===== config.mk =====
export PLATFORM = sky130hd
export DESIGN_NAME = nmr_cpmg_sequencer
export DESIGN_NICKNAME = d
export VERILOG_FILES = /design/src/rtl/nmr_cpmg_sequencer.sv
export SDC_FILE = /design/constraint.sdc
export NUM_CORES = 1
export LEC_CHECK = 0
export CAP_MARGIN = 20
export CORE_MARGIN = 10
export CORE_UTILIZATION = 54
export DETAILED_ROUTE_END_ITERATION = 12
export PLACE_DENSITY = 0.87
export SYNTH_ARGS = -nofsm -noshare
export SYNTH_HDL_FRONTEND = slang
export SYNTH_SLANG_ARGS = --single-unit

===== constraint.sdc =====
create_clock -name CLK -period 32 [get_ports CLK]
set_input_delay 6.4 -clock CLK [delete_from_list [all_inputs] [get_ports CLK]]
set_output_delay 6.4 -clock CLK [all_outputs]
set_load 0.1 [all_outputs]

===== src/rtl/nmr_cpmg_sequencer.sv =====
// CPMG train sequencer: drives one pulse bit streamer through a 90-deg segment
// followed by necho 180-deg segments, reloading the streamer words per segment.
module nmr_cpmg_sequencer #(
  parameter int IDLY_WIDTH  = 32,
  parameter int PLS_WIDTH   = 32,
  parameter int EDLY_WIDTH  = 32,
  parameter int NECHO_WIDTH = 16,
  parameter int GAP_CYC     = 2,
  parameter int TO_CYC      = 16
) (
  input  logic                   CLK,
  input  logic                   RST,
  input  logic                   GO,
  input  logic                   ABORT,
  input  logic [IDLY_WIDTH-1:0]  p90_idly,
  input  logic [PLS_WIDTH-1:0]   p90_pls,
  input  logic [EDLY_WIDTH-1:0]  p90_edly,
  input  logic [IDLY_WIDTH-1:0]  p180_idly,
  input  logic [PLS_WIDTH-1:0]   p180_pls,
  input  logic [EDLY_WIDTH-1:0]  p180_edly,
  input  logic [NECHO_WIDTH-1:0] necho,
  output logic                   bs_start,
  input  logic                   bs_done,
  output logic [IDLY_WIDTH-1:0]  bs_idly,
  output logic [PLS_WIDTH-1:0]   bs_pls,
  output logic [EDLY_WIDTH-1:0]  bs_edly,
  output logic                   BUSY,
  output logic                   DONE,
  output logic                   ERR,
  output logic [NECHO_WIDTH-1:0] echo_idx,
  output logic [2:0]             dbg_state
);

  typedef enum logic [2:0] {
    S_IDLE  = 3'd0,
    S_LOAD  = 3'd1,
    S_ARM   = 3'd2,
    S_RUN   = 3'd3,
    S_GAP   = 3'd4,
    S_FIN   = 3'd5,
    S_TOERR = 3'd6,
    S_DRAIN = 3'd7
  } state_t;

  localparam int CNT_W = 16;
  localparam logic [CNT_W-1:0] GAP_LAST = CNT_W'(GAP_CYC - 1);
  localparam logic [CNT_W-1:0] TO_LAST  = CNT_W'(TO_CYC - 1);

  state_t state, state_d;
  logic [CNT_W-1:0] cnt;
  logic go_q, go_rise, accept;
  logic seg_180;
  logic [NECHO_WIDTH-1:0] next_idx;

  logic [IDLY_WIDTH-1:0]  sh_p90_idly, sh_p180_idly;
  logic [PLS_WIDTH-1:0]   sh_p90_pls,  sh_p180_pls;
  logic [EDLY_WIDTH-1:0]  sh_p90_edly, sh_p180_edly;
  logic [NECHO_WIDTH-1:0] sh_necho;

  assign go_rise  = GO & ~go_q;
  assign next_idx = echo_idx + NECHO_WIDTH'(seg_180);

  // Streamer handshake: bs_start rises only with bs_done high and stays high until
  // bs_done has fallen and risen again; bs_start then drops for at least GAP + LOAD.
  assign bs_start  = (state == S_ARM) || (state == S_RUN);
  assign DONE      = (state == S_FIN);
  assign BUSY      = (state == S_LOAD) || (state == S_ARM) || (state == S_RUN) ||
                     (state == S_GAP)  || (state == S_FIN);
  assign dbg_state = state;

  always_comb begin
    state_d = state;
    accept  = 1'b0;
    unique case (state)
      S_IDLE: begin
        if (go_rise && !ABORT) begin
          state_d = S_LOAD;
          accept  = 1'b1;
        end
      end
      S_LOAD:  if (cnt == GAP_LAST) state_d = S_ARM;
      S_ARM: begin
        if (!bs_done)            state_d = S_RUN;
        else if (cnt == TO_LAST) state_d = S_TOERR;
      end
      S_RUN:   if (bs_done) state_d = S_GAP;
      S_GAP: begin
        // Full-width compare against the shadow count, so all-ones necho never wraps.
        if (seg_180 ? (next_idx == sh_necho) : (sh_necho == '0)) state_d = S_FIN;
        else                                                     state_d = S_LOAD;
      end
      S_FIN:   state_d = S_IDLE;
      S_TOERR: state_d = S_IDLE;
      S_DRAIN: if (bs_done) state_d = S_IDLE;
      default: state_d = S_IDLE;
    endcase
    if (ABORT && state != S_IDLE && state != S_DRAIN) state_d = S_DRAIN;
  end

  always_ff @(posedge CLK or posedge RST) begin
    if (RST) begin
      state <= S_IDLE;
      cnt   <= '0;
      go_q  <= 1'b0;
    end else begin
      state <= state_d;
      go_q  <= GO;
      cnt   <= (state_d != state) ? '0 : cnt + 1'b1;
    end
  end

  always_ff @(posedge CLK or posedge RST) begin
    if (RST) begin
      sh_p90_idly  <= '0;
      sh_p90_pls   <= '0;
      sh_p90_edly  <= '0;
      sh_p180_idly <= '0;
      sh_p180_pls  <= '0;
      sh_p180_edly <= '0;
      sh_necho     <= '0;
      seg_180      <= 1'b0;
      echo_idx     <= '0;
      ERR          <= 1'b0;
      bs_idly      <= '0;
      bs_pls       <= '0;
      bs_edly      <= '0;
    end else begin
      if (accept) begin
        sh_p90_idly  <= p90_idly;
        sh_p90_pls   <= p90_pls;
        sh_p90_edly  <= p90_edly;
        sh_p180_idly <= p180_idly;
        sh_p180_pls  <= p180_pls;
        sh_p180_edly <= p180_edly;
        sh_necho     <= necho;
        seg_180      <= 1'b0;
        echo_idx     <= '0;
        ERR          <= 1'b0;
      end
      if (state == S_GAP && !ABORT) begin
        echo_idx <= next_idx;
        seg_180  <= 1'b1;
      end
      if (state_d == S_TOERR && state != S_TOERR) ERR <= 1'b1;
      // Words latch on the first LOAD cycle and are stable through ARM and RUN.
      if (state == S_LOAD) begin
        bs_idly <= seg_180 ? sh_p180_idly : sh_p90_idly;
        bs_pls  <= seg_180 ? sh_p180_pls  : sh_p90_pls;
        bs_edly <= seg_180 ? sh_p180_edly : sh_p90_edly;
      end
    end
  end

endmodule


==> results by group <==
Worst setup path
  • CP Capture Type: output pin
  • Crit-path max FO: 20
  • Worst flop-to-flop path endpoint: ERR
  • Max stage delay cell, worst path: clkdlybuf4s50_1
  • CP Cell Sequence: nand2_1 -> nor2_1 -> clkdlybuf4s50_1
  • Critical path's largest stage delay: 1.15 ns
  • Critical Path AT: 2.68 ns
  • Required time worst endpoint: 25.60 ns
  • Origin of the critical flop-to-flop path: seg_180
  • CP Launch Point: dbg_state[2]
  • Reg-to-reg slack, setup: 28.63 ns
  • WS Path Type: reg2out
  • CP Launch Type: flop
  • Reg2Reg Depth: 8
  • Worst setup endpoint: DONE

Global routing
  • Initial antenna violation count: 7
  • Gr usage total: 0.220
  • Largest net degree at the start of global routing: 196
  • First-pass GRT wire length: 59300 um
  • Vias in the first global route: 11000
  • GR Overflow Total: 0

Final layout
  • Layout cells sized above 1: 0.199
  • Fin nets: 1687
  • Fin area: 19300 um^2
  • Syn-to-layout area delta: 31.8%

Placed design
  • Final GP Congestion: 0.867
  • Hpwl dp: 26700 um
  • IO Port Bufs: 331
  • Post-place setup slack: 22.70 ns
  • DP Area: 18100 um^2

Timing
  • Crit path time final: 9.08 ns
  • Worst slew margin: 0.227
  • Setup TNS: 0 ns
  • Final hold violations: 0
  • Worst-Margin Slew: 1.16 ns
  • Max-slew violations: 0
  • Finish-stage setup viols: 0
  • Setup ws final: 22.92 ns
  • Max frequency: 110 MHz
  • Unrepaired setup endpoints after global routing: no
  • Final period util: 0.284
  • Worst setup skew after layout: 0.0110 ns

Synthesis
  • Syn nets: 1377
  • Yosys top cell area share: 0.586
  • Synth Cell Area: 14600 um^2
  • Mapped Cells: 1160
  • Top FF cell, synth: dfrtp_1
  • Post-synth EDFFs: 0
  • Top post-synthesis cells by count: dfrtp_1, mux2_2, nor2_1, a21oi_1, mux2i_1
  • Number of synthesized register bits: 342
  • Distinct cells, synth: 54
  • Yosys synthesis warning count: 0
  • Async SR Flop Fraction: 1.00
  • Sequential-to-total area share from yosys stat: 0.586
  • Area contributors post-synth: dfrtp_1, mux2_2, mux2i_1, a21oi_1, nor2_1
  • Area leader, netlist: dfrtp_1
  • Count leader, synth: dfrtp_1
  • Synth Area per Inst: 12.6 um^2

Status
  • Outcome: finished clean

Clocking
  • Root Driver: clkbuf_16
  • TritonCTS Sinks: 342
  • Clk slew on worst S/H paths: 0.06 ns
  • Skew-Pair Late Insertion Delay: 0.50 ns
  • Cts hold-fix bufs: 0
  • Post-CTS sizing: 0
  • Number of CTS-inserted buffers: 37
  • CTS tree: yes
  • CTS H-Tree Depth: 2
  • Clock tree buffer depth: 3
  • # Post-CTS Setup Buffers: 0

Routing
  • # DRC: 0
  • DRT iter0 DRCs: 684
  • Vias after detailed routing: 10200
  • Vias/cell: 5.53
  • DRT Pass-1 Iters: 5
  • DR WL/cell: 20.6 um
  • Routed Antenna Nets: 0
  • DRT Wirelength: 38000 um

Power and ir drop
  • Leak Pwr: 8.98 nW
  • Peak VDD IR: 0.0973 mV
  • PwrDens: 115 nW/um^2

Die
  • I/O pin count: 332
  • Die Width: 184 um
  • Die Height: 184 um
  • Core ar.: 26800 um^2
  • Die ar.: 34000 um^2
  • Initial Util: 0.545
  • Site Rows: 60

Job
  • Max_cap viols: 0

Hold path
  • Min-delay worst type: reg2reg
-- worst max-delay path, delay by kind of cell (launching register included) --
family,cells,cell delay [ns]
flip-flops,1,0.74
AND/OR/NAND/NOR,2,0.29
buffers and inverters,1,1.15
-- report_power, final --
group          switching [mW]  internal [mW]  total [mW]
Combinational           0.752          0.329        1.08
Clock                   0.164          0.227       0.392
Sequential              0.129          0.607       0.736
-- kinds of logic (layout without fill, tap and decap cells) --
kind of cell | Yosys count | count (layout) | synth area share
compound gates | 160 | 160 | 0.0619
xor+xnor | 34 | 34 | 0.0204
fa+ha+maj | 4 | 4 | 0.00343
buf+inv | 78 | 411 | 0.0251
flops | 342 | 342 | 0.586
mux | 305 | 305 | 0.227
other cells | 0 | 6 | 0
simple gates | 237 | 237 | 0.0766
-- layer usage --
| metal | GRT usage | share of wire | vias to the layer above |
|---|---|---|---|
| met5 | 0 | 0 | - |
| met4 | 0.0764 | 0.027 | 0 |
| met3 | 0.0748 | 0.086 | 65 |
| met2 | 0.371 | 0.50 | 341 |
| met1 | 0.256 | 0.39 | 5075 |
| li1 | - | - | 4700 |
-- cells in the final DEF (no fill, tap or decap), types with 3 or more instances in the layout --
cell | Yosys | final
clkbuf_1 | 37 | 8
clkdlybuf4s50_1 | 0 | 331
nand4_1 | 6 | 6
a21oi_1 | 105 | 105
nand2b_1 | 4 | 4
mux2i_1 | 97 | 97
clkbuf_8 | 0 | 6
diode_2 | 0 | 6
mux2_2 | 208 | 208
nor2_1 | 127 | 127
ha_1 | 4 | 4
o31ai_1 | 4 | 4
clkinv_2 | 0 | 6
dfrtp_1 | 342 | 341
nand3_1 | 19 | 19
nand2_1 | 24 | 24
xor2_1 | 14 | 14
nor2_2 | 10 | 10
and4_1 | 3 | 3
inv_6 | 0 | 3
buf_4 | 0 | 7
xnor2_1 | 20 | 20
nor4_2 | 3 | 3
a31oi_1 | 3 | 3
and3_1 | 8 | 8
nor2b_1 | 5 | 5
clkbuf_16 | 0 | 37
nor3_1 | 5 | 4
inv_1 | 9 | 8
o21ai_0 | 28 | 28
or3_1 | 5 | 5
nor4_1 | 4 | 4
-- final cells by class --
cell class,instances,area (um^2)
clock buffer,51,1040
inverter,9,41.3
antenna,6,15.0
timing repair buffer,340,3410
sequential,342,8560
fill,1805,7540
tap,341,427
clock inverter,11,72.6
multi-input combinational,740,5690
-- sequential cells by signal, indices dropped and copies added, names as in the netlist --
signal        cells
bs_edly          32
bs_idly          32
bs_pls           32
sh_p180_edly     32
sh_p180_idly     32
sh_p180_pls      32
sh_p90_edly      32
sh_p90_idly      32
sh_p90_pls       32
cnt              16
echo_idx         16
sh_necho         16
dbg_state         3
ERR               1
go_q              1
seg_180           1
-- worst min-delay path by stage --
stage / from / to / slack, ns / depth (start not counted)
6_report: cnt[0] / cnt[0] / 0.50 / 1
5_1_grt: sh_p180_pls[10] / sh_p180_pls[10] / 0.51 / 1
4_1_cts: cnt[0] / cnt[0] / 0.50 / 1
3_5_place_dp: cnt[0] / cnt[0] / 0.49 / 1
3_3_place_gp: cnt[0] / cnt[0] / 0.48 / 1
2_1_floorplan: cnt[0] / cnt[0] / 0.46 / 1
-- per-stage QoR --
| step | power (mW) | hold slack (ns) | instances | utilization |
|---|---|---|---|---|
| floorplan | 1.54 | 0.464 | 1160 | - |
| global placement | 1.79 | 0.484 | 1771 | 0.676 |
| detailed placement | 1.82 | 0.489 | 1771 | 0.676 |
| CTS | 2.22 | 0.497 | 1833 | 0.717 |
| global route | 2.31 | 0.514 | 1840 | 0.719 |
| finish | 2.21 | 0.497 | 1840 | 0.719 |
(Power assumes the default switching activity.)
